<file path="src/rtl/i2s_capture_ctrl.sv">
// I2S microphone capture session sequencer: aligns to a frame, drops warm-up pairs,
// then forwards a counted (or continuous) run of 24-bit L/R pairs through a small FIFO.
//
// state   | meaning
// IDLE    | waiting for start_i
// SYNC    | clock generator running, waiting for the first frame boundary
// DISCARD | dropping the first DISCARD_PAIRS completed pairs
// STREAM  | pushing pairs into the FIFO until the target count or stop_i
// DRAIN   | no more pushes, waiting for the consumer to empty the FIFO
// DONE    | one-cycle end-of-session marker
module i2s_capture_ctrl #(
   parameter int FIFO_DEPTH    = 4,
   parameter int DISCARD_PAIRS = 2,
   parameter int CNT_W         = 16
) (
   input  logic             clk_i,
   input  logic             rst_ni,
   input  logic             start_i,
   input  logic             stop_i,
   input  logic [CNT_W-1:0] num_pairs_i,
   input  logic             frame_start_i,
   input  logic             pair_ready_i,
   input  logic [23:0]      left_i,
   input  logic [23:0]      right_i,
   output logic             sck_en_o,
   output logic             pcm_valid_o,
   output logic [23:0]      pcm_left_o,
   output logic [23:0]      pcm_right_o,
   input  logic             pcm_ready_i,
   output logic             busy_o,
   output logic             done_o,
   output logic             overflow_o,
   output logic [CNT_W-1:0] pair_count_o
);

   localparam int AW = $clog2(FIFO_DEPTH);
   localparam int DW = (DISCARD_PAIRS > 1) ? $clog2(DISCARD_PAIRS) : 1;
   localparam logic [DW-1:0] DISC_LAST = DW'((DISCARD_PAIRS > 0) ? DISCARD_PAIRS - 1 : 0);
   localparam logic [AW:0]   PTR_ONE   = 1;
   localparam logic [CNT_W-1:0] CNT_ONE = 1;

   typedef enum logic [2:0] {
      S_IDLE,
      S_SYNC,
      S_DISCARD,
      S_STREAM,
      S_DRAIN,
      S_DONE
   } state_t;

   state_t           state;
   logic [CNT_W-1:0] target;
   logic [DW-1:0]    disc_cnt;

   logic [47:0]      mem [FIFO_DEPTH];
   logic [AW:0]      wr_ptr;
   logic [AW:0]      rd_ptr;
   logic             empty;
   logic             full;
   logic             pop;
   logic             pair_in;
   logic             push;
   logic             drop;
   logic [47:0]      head;
   logic [CNT_W-1:0] count_nxt;
   logic             target_hit;

   // The extra pointer bit distinguishes full from empty when the indices match.
   assign empty   = (wr_ptr == rd_ptr);
   assign full    = (wr_ptr[AW] != rd_ptr[AW]) && (wr_ptr[AW-1:0] == rd_ptr[AW-1:0]);
   assign pop     = !empty && pcm_ready_i;
   assign pair_in = (state == S_STREAM) && pair_ready_i;
   assign push    = pair_in && (!full || pop);
   assign drop    = pair_in && full && !pop;

   assign head        = mem[rd_ptr[AW-1:0]];
   assign pcm_valid_o = !empty;
   assign pcm_left_o  = empty ? 24'd0 : head[47:24];
   assign pcm_right_o = empty ? 24'd0 : head[23:0];

   assign count_nxt  = pair_count_o + CNT_ONE;
   assign target_hit = push && (target != '0) && (count_nxt == target);

   always_ff @(posedge clk_i) begin
      if (push) begin
         mem[wr_ptr[AW-1:0]] <= {left_i, right_i};
      end
   end

   always_ff @(posedge clk_i) begin
      if (!rst_ni) begin
         wr_ptr <= '0;
         rd_ptr <= '0;
      end else begin
         if (push) begin
            wr_ptr <= wr_ptr + PTR_ONE;
         end
         if (pop) begin
            rd_ptr <= rd_ptr + PTR_ONE;
         end
      end
   end

   always_ff @(posedge clk_i) begin
      if (!rst_ni) begin
         state        <= S_IDLE;
         target       <= '0;
         disc_cnt     <= '0;
         sck_en_o     <= 1'b0;
         busy_o       <= 1'b0;
         done_o       <= 1'b0;
         overflow_o   <= 1'b0;
         pair_count_o <= '0;
      end else begin
         done_o <= 1'b0;
         if (drop) begin
            overflow_o <= 1'b1;
         end
         // Saturates only in continuous mode; a nonzero target stops the count first.
         if (push && (pair_count_o != '1)) begin
            pair_count_o <= count_nxt;
         end
         case (state)
            S_IDLE: begin
               if (start_i) begin
                  target       <= num_pairs_i;
                  pair_count_o <= '0;
                  overflow_o   <= 1'b0;
                  disc_cnt     <= '0;
                  sck_en_o     <= 1'b1;
                  busy_o       <= 1'b1;
                  state        <= S_SYNC;
               end
            end
            S_SYNC: begin
               if (stop_i) begin
                  sck_en_o <= 1'b0;
                  state    <= S_DRAIN;
               end else if (frame_start_i) begin
                  state <= (DISCARD_PAIRS == 0) ? S_STREAM : S_DISCARD;
               end
            end
            S_DISCARD: begin
               if (stop_i) begin
                  sck_en_o <= 1'b0;
                  state    <= S_DRAIN;
               end else if (pair_ready_i) begin
                  if (disc_cnt == DISC_LAST) begin
                     state <= S_STREAM;
                  end else begin
                     disc_cnt <= disc_cnt + 1'b1;
                  end
               end
            end
            S_STREAM: begin
               if (stop_i || target_hit) begin
                  sck_en_o <= 1'b0;
                  state    <= S_DRAIN;
               end
            end
            S_DRAIN: begin
               if (empty) begin
                  done_o <= 1'b1;
                  state  <= S_DONE;
               end
            end
            S_DONE: begin
               busy_o <= 1'b0;
               state  <= S_IDLE;
            end
            default: begin
               sck_en_o <= 1'b0;
               busy_o   <= 1'b0;
               state    <= S_IDLE;
            end
         endcase
      end
   end

endmodule

</file>
<file path="config.mk">
export PLATFORM = sky130hd
export DESIGN_NAME = i2s_capture_ctrl
export DESIGN_NICKNAME = d
export VERILOG_FILES = /design/src/rtl/i2s_capture_ctrl.sv
export SDC_FILE = /design/constraint.sdc
export NUM_CORES = 1
export LEC_CHECK = 0
export CORE_MARGIN = 5
export CORE_UTILIZATION = 40
export DETAILED_ROUTE_END_ITERATION = 8
export PLACE_DENSITY_LB_ADDON = 0.2
export RECOVER_POWER = 50
export SLEW_MARGIN = 15
export SYNTH_ARGS = -nofsm -noshare
export SYNTH_HDL_FRONTEND = slang
export SYNTH_SLANG_ARGS = --single-unit
</file>
<file path="constraint.sdc">
create_clock -name clk_i -period 2.6 [get_ports clk_i]
set_input_delay 0.52 -clock clk_i [delete_from_list [all_inputs] [get_ports clk_i]]
set_output_delay 0.52 -clock clk_i [all_outputs]
set_load 0.005 [all_outputs]
</file>
Word-level counts from Yosys, hierarchy flattened. Memory sizes are Yosys's and may differ from the RTL's. A register that Yosys moved wholly into a read port is not among the register bits. Cells that the tools add are included.

Bits in registers: 46. Bits in writable memories: 192. Input bits: 71. Output and inout port bits: 69. Memories kept: 1.

Memories: mem (depth 4, bits a word 48, read ports 1, clocked after memory_dff 1, write ports 1, line 55) `logic [47:0] mem [FIFO_DEPTH];`.

Add/subtract/negate cells: 4. Equal/unequal tests: 19. Multiplexer cells: 32. Bitwise logic cells: 2. Reductions and logical operators: 26.

Operators with widths (count): 16-bit two-way mux (3); 24-bit two-way mux (2); 3-bit two-way mux (8); 16-bit by 1-bit adder with 16-bit output, second input constant (1); 16-bit equality test (1); 16-bit inequality test, second input constant (1); 16-bit nonzero test (1); 3-bit one-hot mux with 5 select lines (1); 1-bit two-way mux (13); 1-bit logical AND (9); 3-bit inequality test, second input constant (3); 2-bit inequality test, second input constant (4); 4-bit AND reduction (2); 3-bit by 1-bit adder with 3-bit output, second input constant (2); 3-bit by 2-bit equality test with 1-bit output, second input constant (2); 3-bit equality test, second input constant (2); 2-bit AND reduction (3); 6-bit AND reduction (1); 2-bit two-way mux (2); 2-bit by 1-bit inequality test with 1-bit output, second input constant (2); 1-bit one-hot mux with 2 select lines (2); 1-bit one-hot mux with 4 select lines (1); 2-bit OR reduction (2); 4-bit OR reduction (1); other kinds (10) (14).

Longest topological paths before layout. Gate-level depths: netlist of the first run.

Depth after elaboration: 10. Mapped depth: 9. Mapped depth without buffers: 8.

Worst setup path after synthesis of the first run. OpenSTA, ideal clock, no wires.

Path type: input to register. From: in pair_ready_i. To: mem mem[3][0] (enable). Arrival: 2.224 ns. Setup slack: -0.036 ns. Stages on the path: 3. Buffers on the path: 0. Cell sequence: and4b_1 -> nor2b_1 -> and2_1.

Cells in the longest elaborated chain, start to end: 4.

Ends and longest elaborated chain: start, declared (line 22) `input logic pair_ready_i,`; 1-bit logical AND (line 72) `assign pair_in = (state == S_STREAM) && pair_ready_i;`; 1-bit logical AND (line 73) `assign push = pair_in && (!full || pop);`; 1-bit two-way mux (line 85) `if (push) begin`; 1-bit two-way mux (implied by the code) (line 86) `mem[wr_ptr[AW-1:0]] <= {left_i, right_i};`; end, declared (line 55).

No other way between the ends.

==> impl_metrics.py, run 1 <==
metrics = {
    "global_routing": {
        "grt_max_degree": 30,
        "grt_pass1_vias": 6410,
        "grt_pass1_wl_um": 35160,
        "track_usage": 0.1570,
        "antenna_found_initial": 0,
        "grt-ovfl-total": 0,
    },
    "placed_design": {
        "place_inst": 1099,
        "hpwl_um": 14120,
        "io_buffers": 139,
        "place_ws_ns": -0.3779,
        "gp_congestion": 0.8641,
    },
    "critical_path": {
        "critPathMostFrequentCell": "buf_6",
        "start_kind": "register",
        "worst_setup_path_end_kind": "primary output",
        "critical_path_class": "register to primary output",
        "arrival_ns": 2.09,
        "slowest_delay_ns": 0.48,
        "r2r-end": "state[0]",
        "cpLargestDelayFamily": "buffers and inverters",
        "rr_worst_depth": 8,
        "reg2reg_setup_slack_ns": 0.14,
        "worstPathMaxFanout": 7,
        "crit_buf_inv": 3,
        "crit_chain": "buf_6, buf_6, mux4_2, nor2b_2, dlygate4sd2_1",
        "timing.rr.start": "pair_count_o[1]",
        "required_ns": 2.08,
        "critPathSlowestCell": "mux4_2",
    },
    "routing": {
        "viasPerCell": 5.123,
        "drtIter0Drc": 328,
        "wire_per_inst_um": 18.92,
        "via_count": 6076,
        "wirelength_um": 22430,
        "drc": 0,
        "drt_first_pass_iters": 5,
        "antenna_left": 0,
    },
    "timing": {
        "finalCritPeriodShare": 1.003,
        "max_freq_mhz": 383.3,
        "period_minus_slack_ns": 2.609,
        "finalSetupViolCount": 1,
        "slew_headroom": 0.3302,
        "holdWs_ns": 0.4893,
        "setup_slack_ns": -0.008858,
        "worstMarginPinSlew_ns": 1.005,
        "finalMaxSlewViolations": 0,
        "hold_violations": 0,
        "finalClockSkew_ns": 0.01063,
        "rsz0062_at_grt": "yes",
    },
    "synth": {
        "ys_seq_area_frac": 0.6842,
        "syn_nets": 702,
        "netlist_area_um2": 9831,
        "postSynthAreaPerCell_um2": 15.73,
        "synth-edff-count": 192,
        "async_flop_share": 0,
        "ys.flop_type": "edfxtp_1",
        "yosys_warnings": 0,
        "ys_types": 52,
        "netlist_instances": 625,
        "ys_ff_latch": 240,
    },
    "power_and_ir_drop": {
        "pwr-share-clk": 0.402,
        "p_comb_frac": 0.126,
        "vdd_drop_max_mv": 0.4073,
        "p_seq_frac": 0.472,
        "p_leak_nw": 4.631,
        "p_sw_mw": 2.081,
        "power_mw": 9.196,
        "powerDensity_nw_per_um2": 690.4,
        "p_int_mw": 7.115,
        "p_sw_frac": 0.2263,
    },
    "final_layout": {
        "n_fill_cell": 1954,
        "area_delta_synth_final_pct": 35.50,
        "finalNonFillerCells": 1186,
        "drive_gt1_frac": 0.2683,
        "final_nets": 919,
    },
    "status": {
        "violations": "negative setup slack",
        "status": "finished with violations",
    },
    "floorplanning": {
        "rows": 57,
        "coreArea_um2": 24250,
        "fp.dieH_um": 166.8,
        "ios": 140,
        "die_w_um": 166.8,
        "die-area_um2": 27810,
        "start_util": 0.4054,
    },
    "clocking": {
        "clockRootBuffer": "clkbuf_16",
        "clk_latency_ns": 0.51,
        "cts_made_buffers": 26,
        "cts_tree": "yes",
        "clock_sinks": 240,
        "htreeDepth": 1,
        "max-clock-path-buffers": 3,
        "path_clk_slew_ns": 0.06,
    },
    "worst_hold_path": {
        "hp-start": "target[0]",
        "hold_depth": 2,
        "min_path_type": "register to register",
        "hold_end": "target[0]",
    },
    "run": {
        "maxCapViolCount": 0,
    },
}
-- Yosys cell counts, types with 2 or more instances --
cell	number	area, um2
a211oi_1	2	15.01
a21oi_1	37	185.2
a2bb2oi_1	2	17.52
and2_1	5	31.28
and3_1	4	25.02
and4_1	3	26.28
buf_1	4	15.01
buf_2	5	25.02
buf_6	3	33.78
clkbuf_1	20	75.07
dfxtp_1	48	960.9
edfxtp_1	192	5766
ha_1	6	75.07
inv_1	5	18.77
mux2i_1	5	50.05
mux4_2	48	1081
nand2_1	47	176.4
nand2b_1	2	12.51
nand3_1	10	50.05
nand4_1	7	43.79
nor2_1	28	105.1
nor2b_1	51	319.1
nor3_1	5	25.02
nor3b_1	2	15.01
nor4_1	6	37.54
o21ai_0	12	60.06
o31a_1	2	17.52
or2_2	2	12.51
or3_1	11	68.82
xnor2_1	17	148.9
xor2_1	13	113.9
-- final cells by class --
cell class / count / area (um2) / area share
sequential: 240 / 6749 / 0.5067
multi-input combinational: 346 / 3092 / 0.2321
timing repair buffer: 222 / 2177 / 0.1634
clock buffer: 30 / 686.9 / 0.05157
tap: 324 / 405.4 / 0.03043
clock inverter: 17 / 185.2 / 0.01390
inverter: 6 / 22.52 / 0.001691
antenna: 1 / 2.502 / 0.0001879
-- what timing repair did --
action                                 CTS  global route
setup endpoints to repair               51            44
cloned                                   4             1
endpoints found under the hold margin    0             0
setup buffers                           29            10
pin swaps                                3             3
hold buffers                             0             0
resized for setup                      162            64
-- metrics by stage --
step            TNS (ns)  cell area (um2)  utilization
4_1_cts           -1.065            13260       0.5469
5_1_grt           -1.334            13320       0.5492
3_3_place_gp      -1.049            11920       0.4914
3_5_place_dp      -1.274            11920       0.4914
2_1_floorplan          0             9836            -
6_report       -0.008858            13320       0.5493
-- worst min-delay path, stage by stage, from the launching register on --
cell     delay, ns
dfxtp_1       0.33
nand2_1       0.06
a21oi_1       0.05
-- layout by cell type (no fill, tap or decap), drive strengths merged, types with 3 or more instances in the layout --
cell / n
dlygate4sd3: 52
bufinv: 4
clkdlybuf4s15: 8
nand4: 8
mux4: 48
buf: 93
clkdlybuf4s50: 38
dlygate4sd2: 9
nor2b: 51
nor2: 28
mux2i: 5
nand2: 47
a211oi: 3
and2: 5
a21oi: 37
nor3: 5
edfxtp: 192
o21ai: 12
dfxtp: 48
xor2: 13
and4: 3
clkinv: 12
xnor2: 17
ha: 6
inv: 6
clkbuf: 51
and3: 4
nand3: 10
nor4: 6
or3: 11
-- state kept, by name (all words and copies together), names as in the netlist, named ones only --
name          count
busy_o            1
disc_cnt          1
done_o            1
mem             192
overflow_o        1
pair_count_o     16
rd_ptr            3
sck_en_o          1
state             3
target           16
wr_ptr            3
-- how the worst max path moves through the flow --
stage | endpoint | slack, ns | cells after the start
CTS | pcm_right_o[22] | -0.14 | 6
floorplan | state[0] | 0.02 | 8
detailed placement | state[0] | -0.38 | 8
global route | pcm_right_o[7] | -0.09 | 5
finish | pcm_right_o[7] | -0.009 | 5
global placement | state[0] | -0.32 | 8
-- metal layers --
layer	vias to the layer above	track usage	wire (um)
li1	2829	-	-
met1	3029	0.2055	9598
met2	181	0.2741	11270
met3	37	0.02939	1199
met4	0	0.03593	369
met5	-	0	0
-- cells by family after synthesis --
| kind of cell | synth area share |
|---|---|
| compound gates | 0.04608 |
| xor+xnor | 0.02673 |
| fa+ha+maj | 0.007636 |
| buf+inv | 0.01820 |
| flops | 0.6842 |
| mux | 0.1151 |
| simple gates | 0.1021 |
-- power groups by stage --
stage | clock network (mW) | logic (mW) | registers (mW)
floorplan | 0 | 0.603 | 4.39
global placement | 0 | 1.03 | 4.42
detailed placement | 0 | 1.05 | 4.42
CTS | 3.81 | 1.15 | 4.34
global route | 3.98 | 1.27 | 4.35
finish | 3.70 | 1.16 | 4.34
No activity file was read; power rests on OpenSTA's default activity.
==> run 2, diff against run 1 <==
--- a/config.mk
+++ b/config.mk
@@ -6,8 +6,9 @@
 export NUM_CORES = 1
 export LEC_CHECK = 0
 export CORE_MARGIN = 5
-export CORE_UTILIZATION = 40
+export CORE_UTILIZATION = 57
 export DETAILED_ROUTE_END_ITERATION = 8
+export DONT_BUFFER_PORTS = 1
 export PLACE_DENSITY_LB_ADDON = 0.2
 export RECOVER_POWER = 50
 export SLEW_MARGIN = 15
==> constraint.sdc (replaced) <==
create_clock -name clk_i -period 2.2 [get_ports clk_i]
set_input_delay 0.44 -clock clk_i [delete_from_list [all_inputs] [get_ports clk_i]]
set_output_delay 0.44 -clock clk_i [all_outputs]
set_load 0.005 [all_outputs]
==> impl_metrics.py, run 2 (synthesis gave the netlist of run 1 again) <==
metrics = {
    "final_layout": {
        "num_antenna_cells": 0,
        "area_delta_synth_final_pct": 29.78,
        "drive_gt1_frac": 0.3530,
        "layout_common_cells": "192 x edfxtp_1, 69 x buf_4, 48 x mux4_2, 48 x nor2b_4, 46 x nand2_1",
        "largest_register_ffs": 192,
        "n_fill_cell": 1057,
        "finalNonFillerCells": 1004,
        "final_nets": 837,
        "final_common_cell": "edfxtp_1",
    },
    "timing": {
        "slew_headroom": 0.7321,
        "finalMaxSlewViolations": 0,
        "setup_slack_ns": -0.1902,
        "tns_ns": -7.752,
        "finalSetupViolCount": 53,
        "rsz0062_at_grt": "yes",
        "finalClockSkew_ns": 0.007941,
        "max_freq_mhz": 418.4,
        "holdWs_ns": 0.02416,
        "period_minus_slack_ns": 2.390,
        "finalCritPeriodShare": 1.086,
        "worstMarginPinSlew_ns": 0.3977,
        "hold_violations": 0,
    },
    "global_routing": {
        "grt_pass1_vias": 5982,
        "grt_max_degree": 49,
        "track_usage": 0.2026,
        "antenna_found_initial": 0,
        "grt_pass1_wl_um": 31890,
        "grt-ovfl-total": 0,
    },
    "floorplanning": {
        "die_w_um": 141.3,
        "coreArea_um2": 17120,
        "ios": 140,
        "die-area_um2": 19970,
        "fp.dieH_um": 141.3,
        "start_util": 0.5743,
        "rows": 48,
    },
    "critical_path": {
        "worst_setup_path_end_kind": "primary output",
        "start_kind": "register",
        "required_ns": 1.76,
        "worstPathMaxFanout": 7,
        "critical_path_class": "register to primary output",
        "arrival_ns": 1.95,
    },
    "clocking": {
        "cts_made_buffers": 25,
        "htreeDepth": 1,
        "max-clock-path-buffers": 3,
        "clockRootBuffer": "clkbuf_16",
        "cts_tree": "yes",
        "clk_latency_ns": 0.51,
        "clock_sinks": 240,
        "path_clk_slew_ns": 0.06,
    },
    "status": {
        "violations": "negative setup slack",
        "status": "finished with violations",
    },
    "power_and_ir_drop": {
        "vdd_drop_max_mv": 0.7470,
        "p_leak_nw": 4.387,
        "powerDensity_nw_per_um2": 814.1,
    },
    "worst_hold_path": {
        "min_path_type": "primary input to register",
    },
    "routing": {
        "viasPerCell": 5.851,
        "antenna_left": 0,
        "wire_per_inst_um": 22.31,
        "via_count": 5874,
        "drc": 0,
        "drtIter0Drc": 246,
        "wirelength_um": 22400,
        "drt_first_pass_iters": 4,
    },
    "placed_design": {
        "io_buffers": 0,
        "hpwl_um": 13060,
        "place_inst": 894,
        "place_ws_ns": -0.2158,
        "gp_congestion": 0.8980,
    },
    "run": {
        "maxCapViolCount": 0,
    },
}
run 2: cell types whose count changed in the layout (fill, tap and decap cells not counted), moves of 5 or more:
cell / previous run / this run
buf_4: 39 / 69
clkbuf_16: 28 / 33
nor2b_4: 16 / 48
dlygate4sd2_1: 9 / 0
dlygate4sd3_1: 52 / 32
buf_2: 18 / 0
clkdlybuf4s50_1: 38 / 0
clkdlybuf4s15_1: 8 / 0
clkbuf_2: 13 / 0
nor2b_1: 32 / 3
run 2: layout make-up:
| cell class | instances | area, um2 | share of cell area |
|---|---|---|---|
| clock buffer | 26 | 629.4 | 0.04933 |
| clock inverter | 20 | 138.9 | 0.01089 |
| inverter | 6 | 25.02 | 0.001961 |
| multi-input combinational | 346 | 3421 | 0.2681 |
| sequential | 240 | 6754 | 0.5294 |
| tap | 225 | 281.5 | 0.02207 |
| timing repair buffer | 141 | 1509 | 0.1183 |
run 2: where the power goes:
| group | leakage [nW] | switching [mW] | internal, mW |
|---|---|---|---|
| sequential | 2.12 | 0.0951 | 5.02 |
| combinational | 1.89 | 0.693 | 0.692 |
| clock | 0.370 | 1.68 | 2.21 |
| total | 4.39 | 2.46 | 7.92 |
run 2: routing by layer:
metal,up-vias,wire length (um),track usage,share of wire
li1,2664,-,-,-
met3,50,1338,0.05359,0.060
met1,2994,8473,0.2421,0.38
met4,0,551,0.05507,0.025
met5,-,0,0,0
met2,166,12030,0.3642,0.54
run 2: worst paths after layout:
kind,from,end,slack (ns),cells past startpoint
setup / recovery,rd_ptr[0],pcm_left_o[2],-0.19,6
hold / removal,right_i[16],mem[1][16],0.02,0
setup reg to reg,pair_count_o[4],state[0],-0.17,7
hold reg to reg,target[2],target[2],0.49,2
run 2: what timing repair did:
item	CTS	global route
setup endpoints to repair	53	53
endpoints found under the hold margin	0	67
pin swaps	6	9
setup buffers	6	16
cloned	2	8
gates resized for setup	34	115
hold buffers	0	32
run 2: worst max-delay path: stages, from the launching register on:
cell       delay, ns
dfxtp_4         0.37
xor2_4          0.19
buf_6           0.14
nor3b_4         0.26
buf_6           0.22
clkbuf_16       0.21
nor2b_4         0.05
run 2: metrics by stage:
stage	util	area, um2	power, mW
6_report	0.7454	12760	10.39
3_5_place_dp	0.6244	10690	6.229
3_3_place_gp	0.6244	10690	6.195
2_1_floorplan	-	9868	5.899
4_1_cts	0.6823	11680	10.17
5_1_grt	0.7454	12760	10.83
==> run 3, diff against run 2 <==
--- a/config.mk
+++ b/config.mk
@@ -6,7 +6,8 @@
 export NUM_CORES = 1
 export LEC_CHECK = 0
 export CORE_MARGIN = 5
-export CORE_UTILIZATION = 57
+export CORE_UTILIZATION = 59
+export CTS_BUF_LIST = sky130_fd_sc_hd__clkbuf_8
 export DETAILED_ROUTE_END_ITERATION = 8
 export DONT_BUFFER_PORTS = 1
 export PLACE_DENSITY_LB_ADDON = 0.2
==> impl_metrics.py, run 3 (synthesis gave the netlist of run 1 again) <==
metrics = {
    "final_layout": {
        "finalNonFillerCells": 1018,
        "final_area_um2": 12510,
        "drive_gt1_frac": 0.3095,
        "num_antenna_cells": 0,
        "area_delta_synth_final_pct": 27.30,
        "n_fill_cell": 980,
        "largest_register_ffs": 192,
        "final_common_cell": "edfxtp_1",
        "layout_common_cells": "192 x edfxtp_1, 57 x buf_4, 48 x mux4_2, 48 x dlygate4sd3_1, 47 x nand2_1",
        "final_nets": 852,
    },
    "routing": {
        "drt_first_pass_iters": 5,
        "wirelength_um": 21650,
        "viasPerCell": 5.749,
        "drtIter0Drc": 306,
        "drc": 0,
        "via_count": 5852,
        "antenna_left": 0,
        "wire_per_inst_um": 21.26,
    },
    "worst_hold_path": {
        "min_path_type": "primary input to register",
    },
    "global_routing": {
        "grt_pass1_vias": 6103,
        "track_usage": 0.2164,
        "grt_pass1_wl_um": 32930,
        "grt-ovfl-total": 0,
        "grt_max_degree": 28,
        "antenna_found_initial": 0,
    },
    "timing": {
        "tns_ns": -5.121,
        "period_minus_slack_ns": 2.384,
        "worstMarginPinSlew_ns": 0.7747,
        "finalMaxSlewViolations": 0,
        "slew_headroom": 0.4835,
        "hold_violations": 0,
        "finalCritPeriodShare": 1.084,
        "finalClockSkew_ns": 0.01438,
        "max_freq_mhz": 419.4,
        "finalSetupViolCount": 53,
        "setup_slack_ns": -0.1844,
        "rsz0062_at_grt": "yes",
    },
    "run": {
        "maxCapViolCount": 0,
    },
    "critical_path": {
        "arrival_ns": 2.81,
        "worst_setup_path_end_kind": "register",
        "required_ns": 2.63,
        "critical_path_class": "register to register",
        "start_kind": "register",
        "worstPathMaxFanout": 4,
    },
    "floorplanning": {
        "coreArea_um2": 16470,
        "rows": 47,
        "fp.dieH_um": 139.1,
        "ios": 140,
        "die-area_um2": 19340,
        "die_w_um": 139.1,
        "start_util": 0.5970,
    },
    "clocking": {
        "htreeDepth": 2,
        "clk_latency_ns": 0.53,
        "clockRootBuffer": "clkbuf_8",
        "cts_made_buffers": 38,
        "cts_tree": "yes",
        "path_clk_slew_ns": 0.06,
        "max-clock-path-buffers": 3,
        "clock_sinks": 240,
    },
    "placed_design": {
        "place_area_um2": 10700,
        "place_inst": 887,
        "io_buffers": 0,
        "gp_congestion": 0.8609,
        "hpwl_um": 13140,
    },
    "power_and_ir_drop": {
        "powerDensity_nw_per_um2": 783.3,
        "p_leak_nw": 4.273,
        "power_mw": 9.803,
        "vdd_drop_max_mv": 0.5237,
    },
    "status": {
        "violations": "negative setup slack",
        "status": "finished with violations",
    },
}
[run 3: changes by cell type in the layout (fill, tap and decap cells not counted), moves of 12 or more]
cell,change
clkbuf_16,-25
nor2b_1,+15
buf_4,-12
inv_1,+14
clkbuf_8,+41
dlygate4sd3_1,+16
nor2b_4,-24
[run 3: where the power goes]
group | internal, mW | switching, mW | leakage [nW]
Sequential | 5.03 | 0.0933 | 2.12
Clock | 1.71 | 1.61 | 0.392
Combinational | 0.665 | 0.695 | 1.76
Total | 7.40 | 2.40 | 4.27
[run 3: through the flow]
step           hold WS [ns]  setup slack, ns  utilization
5_1_grt             0.02853          -0.2760       0.7600
6_report            0.04006          -0.1844       0.7600
3_3_place_gp         0.4741          -0.1184       0.6501
4_1_cts             0.01892          -0.1782       0.7318
2_1_floorplan        0.4590          -0.1049            -
3_5_place_dp         0.4871          -0.1912       0.6501
[run 3: repair_timing]
action                                  in CTS  in global routing
gates resized for setup                     29                 62
hold buffers                                48                  0
gates cloned                                 2                  9
buffers inserted                             4                  5
pin swaps                                    8                  7
endpoints found under the setup margin      53                 53
hold endpoints to repair                   192                  0
[run 3: final timing paths]
kind | startpoint | depth (start not counted) | endpoint | slack (ns)
min reg2reg | target[0] | 2 | target[0] | 0.49
max reg2reg | pair_count_o[1] | 8 | state[0] | -0.18
min | num_pairs_i[4] | 2 | target[4] | 0.04
max | pair_count_o[1] | 8 | state[0] | -0.18
[run 3: critical path: stages (launching register included)]
cell and delay (ns):
dfxtp_4 0.37, ha_4 0.16, nand3_4 0.09, a211oi_2 0.15
a21oi_1 0.06, or4_4 0.51, or3_4 0.38, or3_4 0.39
and3_4 0.17
[run 3: metal layers]
layer | GRT usage | wire (um)
met5 | 0 | 0
met4 | 0.07518 | 412
met3 | 0.05621 | 1457
met2 | 0.3843 | 11500
met1 | 0.2569 | 8281
[run 3: layout make-up]
type / count / area, um2 / share of cell area
clock inverter: 22 / 97.59 / 0.007798
tap: 220 / 275.3 / 0.02200
timing repair buffer: 143 / 1567 / 0.1252
multi-input combinational: 346 / 3243 / 0.2591
inverter: 6 / 25.02 / 0.002000
clock buffer: 41 / 564.3 / 0.04509
sequential: 240 / 6743 / 0.5388
